--- src/rtl/serial_adder.sv ---
// serial_adder: bit-serial WIDTH-bit adder built around one full-adder cell.
// A Start pulse in IDLE or DONE loads the operands and the carry-in. The
// adder then processes one bit per clock, LSB first, for WIDTH clocks. The
// sum, carry-out and signed overflow are registered on the edge that
// processes the MSB, and Done strobes for one cycle after that edge.
//
// Ports:
//   i_clock     rising-edge clock
//   i_reset_n   asynchronous active-low reset
//   i_start     start request, honoured only in IDLE or DONE
//   i_a, i_b    operands, sampled in the Start-accept cycle
//   i_cin       carry-in, sampled in the Start-accept cycle
//   o_busy      high while bits are being processed
//   o_done      one-cycle completion strobe
//   o_sum       registered sum, held until the next completion
//   o_cout      registered carry out of the MSB
//   o_overflow  registered signed overflow (carry into MSB ^ carry out)
module serial_adder #(
    parameter int WIDTH = 8
) (
    input  logic             i_clock,
    input  logic             i_reset_n,
    input  logic             i_start,
    input  logic [WIDTH-1:0] i_a,
    input  logic [WIDTH-1:0] i_b,
    input  logic             i_cin,
    output logic             o_busy,
    output logic             o_done,
    output logic [WIDTH-1:0] o_sum,
    output logic             o_cout,
    output logic             o_overflow
);

    localparam int CW = $clog2(WIDTH + 1);
    localparam logic [CW-1:0] LAST_CNT = CW'(WIDTH - 1);

    typedef enum logic [1:0] {
        ST_IDLE  = 2'd0,
        ST_SHIFT = 2'd1,
        ST_DONE  = 2'd2
    } state_t;

    state_t           r_state;
    state_t           w_state_next;
    logic [WIDTH-1:0] r_a_sr;
    logic [WIDTH-1:0] r_b_sr;
    logic [WIDTH-1:0] r_r_sr;
    logic [WIDTH-1:0] r_sum;
    logic [CW-1:0]    r_cnt;
    logic             r_c;
    logic             r_cout;
    logic             r_ovf;
    logic             r_busy;
    logic             r_done;
    logic             w_s;
    logic             w_co;
    logic             w_load;
    logic             w_last;

    // One-bit full-adder cell; returns {carry_out, sum}.
    function automatic logic [1:0] full_add(input logic a, input logic b, input logic c);
        return {(a & b) | (a & c) | (b & c), a ^ b ^ c};
    endfunction

    // Full-adder cell on the current LSBs and carry, plus next-state decode.
    always_comb begin
        w_state_next = r_state;
        w_load       = 1'b0;
        {w_co, w_s}  = full_add(r_a_sr[0], r_b_sr[0], r_c);
        w_last       = (r_cnt == LAST_CNT);
        case (r_state)
            ST_IDLE: begin
                if (i_start) begin
                    w_load       = 1'b1;
                    w_state_next = ST_SHIFT;
                end else begin
                    w_state_next = ST_IDLE;
                end
            end
            ST_SHIFT: begin
                // Start is deliberately ignored here: no queueing, no resample.
                if (w_last) begin
                    w_state_next = ST_DONE;
                end else begin
                    w_state_next = ST_SHIFT;
                end
            end
            ST_DONE: begin
                if (i_start) begin
                    w_load       = 1'b1;
                    w_state_next = ST_SHIFT;
                end else begin
                    w_state_next = ST_IDLE;
                end
            end
            default: begin
                w_state_next = ST_IDLE;
            end
        endcase
    end

    // State register with registered Busy/Done decoded from the next state.
    always_ff @(posedge i_clock or negedge i_reset_n) begin
        if (!i_reset_n) begin
            r_state <= ST_IDLE;
            r_busy  <= 1'b0;
            r_done  <= 1'b0;
        end else begin
            r_state <= w_state_next;
            r_busy  <= (w_state_next == ST_SHIFT);
            r_done  <= (w_state_next == ST_DONE);
        end
    end

    // Operand/result shift registers, carry, bit counter and result capture.
    always_ff @(posedge i_clock or negedge i_reset_n) begin
        if (!i_reset_n) begin
            r_a_sr <= '0;
            r_b_sr <= '0;
            r_r_sr <= '0;
            r_sum  <= '0;
            r_cnt  <= '0;
            r_c    <= 1'b0;
            r_cout <= 1'b0;
            r_ovf  <= 1'b0;
        end else if (w_load) begin
            r_a_sr <= i_a;
            r_b_sr <= i_b;
            r_c    <= i_cin;
            r_cnt  <= '0;
        end else if (r_state == ST_SHIFT) begin
            r_r_sr <= {w_s, r_r_sr[WIDTH-1:1]};
            r_a_sr <= {1'b0, r_a_sr[WIDTH-1:1]};
            r_b_sr <= {1'b0, r_b_sr[WIDTH-1:1]};
            r_c    <= w_co;
            r_cnt  <= r_cnt + CW'(1);
            // On the MSB edge r_c is the carry into the MSB, so the
            // overflow is that carry XOR the carry out of the MSB.
            if (w_last) begin
                r_sum  <= {w_s, r_r_sr[WIDTH-1:1]};
                r_cout <= w_co;
                r_ovf  <= r_c ^ w_co;
            end
        end
    end

    assign o_busy     = r_busy;
    assign o_done     = r_done;
    assign o_sum      = r_sum;
    assign o_cout     = r_cout;
    assign o_overflow = r_ovf;

endmodule

--- config.mk ---
export PLATFORM = sky130hd
export DESIGN_NAME = serial_adder
export DESIGN_NICKNAME = d
export VERILOG_FILES = /design/src/rtl/serial_adder.sv
export SDC_FILE = /design/constraint.sdc
export NUM_CORES = 1
export LEC_CHECK = 0
export ABC_AREA = 0
export BUFFER_PORTS_ARGS = -buffer_cell sky130_fd_sc_hd__buf_2
export CORE_MARGIN = 4
export CORE_UTILIZATION = 57
export CTS_BUF_LIST = sky130_fd_sc_hd__clkbuf_4
export DETAILED_ROUTE_END_ITERATION = 12
export PLACE_DENSITY = 0.91
export SLEW_MARGIN = 15
export SYNTH_ARGS = -nofsm -noshare
export SYNTH_HDL_FRONTEND = slang
export SYNTH_SLANG_ARGS = --single-unit
export TNS_END_PERCENT = 20
--- constraint.sdc ---
create_clock -name i_clock -period 2 [get_ports i_clock]
set_input_delay 0.1 -clock i_clock [delete_from_list [all_inputs] [get_ports i_clock]]
set_output_delay 0.1 -clock i_clock [all_outputs]
set_load 0.01 [all_outputs]
* Yosys cells after proc, flatten, opt, wreduce, memory -nomap -nowiden *
Cells that the tools add are included.
W data, S select, Z words.

storage, ports and cells
  flip-flop bits (word level) = 43
  input port bits = 20
  word-level logic and storage cells = 44

cells by class
  add/sub/neg operators = 1
  eq/ne operators = 5
  multiplexer cells = 13
  bitwise operators = 9
  reductions and logical operators = 5

operator list
  kind                   count
  $mux W8                4
  $mux W4                2
  $mux W1                5
  $add A4 B1 Y4 const B  1
  $eq A2 B1 Y1 const B   2
  $eq A2 B2 Y1 const B   2
  $eq A4 B3 Y1 const B   1
  $pmux W2 S2            1
  $and A1 B1 Y1          3
  $reduce_and A3 Y1      1
  $xor A1 B1 Y1          3
  $logic_not A2 Y1       1
  $mux W2                1
  $or A1 B1 Y1           2
  $reduce_and A2 Y1      1
  $reduce_bool A2 Y1     1
  $reduce_or A2 Y1       1
  $not A1 Y1             1

* Logic depth before layout (Yosys ltp) *
  word-level depth = 5
  depth in mapped cells = 5

* Worst setup path after synthesis *
Ideal clock, no wire load.

  path type = flip-flop to flip-flop
  start point = register r_state[1]
  end point = register r_cout, in the netlist o_cout
  setup time = 0.125 ns
  arrival time = 1.272 ns
  required time = 1.875 ns
  setup slack = 0.603 ns
  stages on the path, launching flop included = 6
  period minus slack after synthesis = 1.397 ns
  path through = dfrtp_1 -> nand2b_1 -> buf_6 -> nor3_4 -> buf_6 -> mux2_2

between the ends
  cells in the longest elaborated chain, start to end = 5
  elaborated cells on any way between the ends = 7
  those cells by class = eq/ne: 2; mux: 1; bitwise: 1; reduce/logical: 3

ends and longest elaborated chain
  what                                              RTL line  source
  from (decl)                                       43        state_t r_state;
  from (signal assigned)                            109       r_state <= w_state_next;
  $eq A2 B2 Y1 or $logic_not A2 Y1 (tied branches)  71        case (r_state)
  $reduce_or A2 Y1 (no line)                        n/a
  $mux W1                                           n/a
  $not A1 Y1 (no line)                              n/a
  $reduce_and A3 Y1 (no line) *                     n/a
  to (signal assigned)                              141       r_cout <= w_co;
  to (decl)                                         51        logic r_cout;

Every way passes the cells marked *; elsewhere a longest branch is shown, timed or not.
A chain may end at the register's enable or synchronous reset.

* Worst setup path in the final report *
  start point = register r_cnt[0]
  end point = register r_sum[3], in the netlist o_sum[3]

between the ends
  cells in the longest elaborated chain, start to end = 2

ends and longest elaborated chain
  what                         RTL line  source
  from (decl)                  49        logic [CW-1:0] r_cnt;
  from (signal assigned)       136       r_cnt <= r_cnt + CW'(1);
  $eq A4 B3 Y1                 70        w_last = (r_cnt == LAST_CNT);
  $reduce_and A3 Y1 (no line)  n/a
  to (signal assigned)         140       r_sum <= {w_s, r_r_sr[WIDTH-1:1]};
  to (decl)                    48        logic [WIDTH-1:0] r_sum;

Every way passes these cells.

==> results.txt <==
GRT Total Usage -> 20.80%
Detailed Place HPWL -> 2.235 mm
Yosys top cell area share -> 59.83%
Hold Path Class -> primary input to flip-flop
Fmax -> 585.5 MHz
Sequential power share -> 46.7%
Hold_sp -> i_b[3]
Clk slew on worst S/H paths -> 0.11 ns
Net switching fraction of the power -> 38.98%
Vias in the first global route -> 1390
Final ANT Viol Nets -> 0
DR vias -> 1341
WL final -> 3.632 mm
Worst reg2reg endpoint -> o_sum[3]$_DFFE_PN0P_
Clock skew -> 0.006944 ns
Register area share after synthesis -> 59.83%
Worst R2R Start -> r_cnt[0]$_DFFE_PN0P_
FP Rows -> 19
Cell Area, Placed -> 0.001917 mm²
Area of the mapped netlist -> 0.001757 mm²
Root Driver -> clkbuf_4
Drt pass-1 iters -> 4
Post-route total power -> 3.182 mW
ANT cells -> 0
Max Buffers Root-to-Sink -> 2
CP max FO -> 11
Post-synth top cells -> 56 x nand2_1, 42 x dfrtp_1, 15 x nor2_1
Clock sink count -> 42
P_int -> 1.942 mW
DIE AREA -> 0.004034 mm²
Post-CTS resize count -> 0
Share of post-route cells with drive strength above 1 -> 25.59%
Number of I/O port buffers -> 31
Post-synth top area cell -> dfrtp_1
Reg2Reg Setup Slack -> 0.29 ns
Synth warn -> 0
Num CTS Buffers -> 5
Pwr dens -> 1529 mW/mm²
Critical path class -> flip-flop to flip-flop
Initial Utilization -> 61.58%
RSZ-0062 raised after global routing -> no
Hold Path Sink -> r_b_sr[3]$_DFFE_PN0P_
DR iter-0 viols -> 41
Synthesis-to-layout area growth -> 18.45%
Layout Cells excl Fill -> 242
Core Area -> 0.002853 mm²
Gate Count Post-Synth -> 168
Main area contributors after synthesis -> dfrtp_1 60%, nand2_1 12%, mux2_2 7.1%
Setup TNS -> 0 ns
Routability cong. -> 0.7860
Grt ovf -> 0
EDFF count, synth -> 0
Hold Slack -> 0.01941 ns
Status -> finished clean
Asr flop ratio synth -> 100.0%
Pin count of the biggest net entering global routing -> 43
Post-layout util -> 72.94%
Drt wl/cell -> 15.01 µm
Setup ws final -> 0.2921 ns
Critical Path RT -> 2.24 ns
Total of max-cap violations -> 0
# setup viols final -> 0
Inst Count DP -> 223
Place WS -> 0.3127 ns
Worst r2r path cells -> 4
Worst setup SP type -> flip-flop
Die Span Y -> 63.52 µm
Max-slew violations -> 0
Relative slew slack -> 41.45%
Period utilization -> 85.40%
Worst Path Arrival -> 1.95 ns
Layout Nets -> 232
Peak supply drop -> 0.9324 mV
Worst skew pair latency -> 0.35 ns
H-Tree Depth -> 2
Combinational power share -> 40.6%
CTS tree -> done
Die extent in x -> 63.52 µm
Top Ports -> 32
Slew at the pin with the worst max-slew slack -> 0.8782 ns
Clk network pwr share -> 12.7%
Drt drc -> 0
Hold Fails Final Rpt -> 0
Setup crit end kind -> flip-flop
Fin area -> 0.002081 mm²
First-pass GRT wire length -> 6.334 mm
Number of distinct library cells after synthesis -> 23
Hold depth -> 3
Fin crit period -> 1.708 ns
P_leak -> 1.042 nW
Vias per std cell -> 5.541
Flops & latches, synth -> 42
Top FF cell, synth -> dfrtp_1
Post-Syn Nets -> 190
Initial antenna violation count -> 0
Total net switching power -> 1.240 mW
Synth Area per Inst -> 10.46 µm²
Most common cell in the synthesized netlist -> nand2_1
[power by group through the flow]
stage,Clock (mW),Sequential (mW),Combinational (mW)
3_5_place_dp,0,1.49,1.26
2_1_floorplan,0,1.50,0.902
5_1_grt,0.454,1.54,1.44
4_1_cts,0.413,1.48,1.28
6_report,0.405,1.49,1.29
3_3_place_gp,0,1.47,1.18
[per-layer routing]
layer | GRT usage, % | share of wire, % | vias to the layer above
li1 | - | - | 641
met1 | 25.97 | 42 | 649
met2 | 32.59 | 50 | 42
met3 | 6.927 | 5.3 | 9
met4 | 9.704 | 2.7 | 0
met5 | 0 | 0 | -
[what timing repair did]
| action | CTS | global route |
|---|---|---|
| hold buffers | 11 | 0 |
| hold endpoints to repair | 52 | 0 |
| buffers inserted | 0 | 0 |
[registers in the layout, indices dropped and copies added, names as in the netlist]
name	count
r_cnt	4
r_c	1
o_cout	1
r_state	2
o_overflow	1
o_sum	8
r_r_sr	7
r_a_sr	8
o_busy	1
o_done	1
r_b_sr	8
[logic make-up after synthesis]
kind of cell             count (synthesis)  share of synthesized area, %
AND/OR/NAND/NOR                         80                         18.73
buffers and inverters                   10                         3.347
multiplexers                            13                         8.191
XOR/XNOR                                 2                        0.9973
adder cells (fa/ha/maj)                  2                         1.852
flip-flops                              42                         59.83
AO/OA/AOI/OAI                           19                         7.051
[layout by cell type, fill, tap and decap left out, drive strengths merged, types with 6 or more instances in the layout]
master	n
buf	34
nand2	56
nor2	15
dfrtp	42
dlygate4sd3	11
clkbuf	6
a31oi	13
mux2	11
[critical path, cell delays in order (launching register included)]
cell	delay, ns
dfrtp_1	0.41
ha_1	0.22
nand2_1	0.13
nor3_4	0.44
mux2_2	0.40
[final cells by class]
type                       instances  area (µm²)
sequential                        42        1051
tap                               31       38.79
timing repair buffer              45       287.8
clock buffer                       6       45.04
multi-input combinational        116       649.4
clock inverter                     2       8.758
fill                             191       772.0
[worst max path at each step]
| stage | depth (start not counted) | slack, ns | endpoint | from |
|---|---|---|---|---|
| after floorplan | 5 | 0.60 | o_cout$_DFFE_PN0P_ | r_state[1]$_DFF_PN0_ |
| after global placement | 4 | 0.42 | o_sum[6]$_DFFE_PN0P_ | r_cnt[0]$_DFFE_PN0P_ |
| after detailed placement | 4 | 0.31 | o_cout$_DFFE_PN0P_ | r_cnt[0]$_DFFE_PN0P_ |
| after CTS | 4 | 0.30 | o_sum[3]$_DFFE_PN0P_ | r_cnt[0]$_DFFE_PN0P_ |
| after global routing | 4 | 0.17 | o_sum[1]$_DFFE_PN0P_ | r_cnt[0]$_DFFE_PN0P_ |
| final | 4 | 0.29 | o_sum[3]$_DFFE_PN0P_ | r_cnt[0]$_DFFE_PN0P_ |
(Power assumes the default switching activity.)
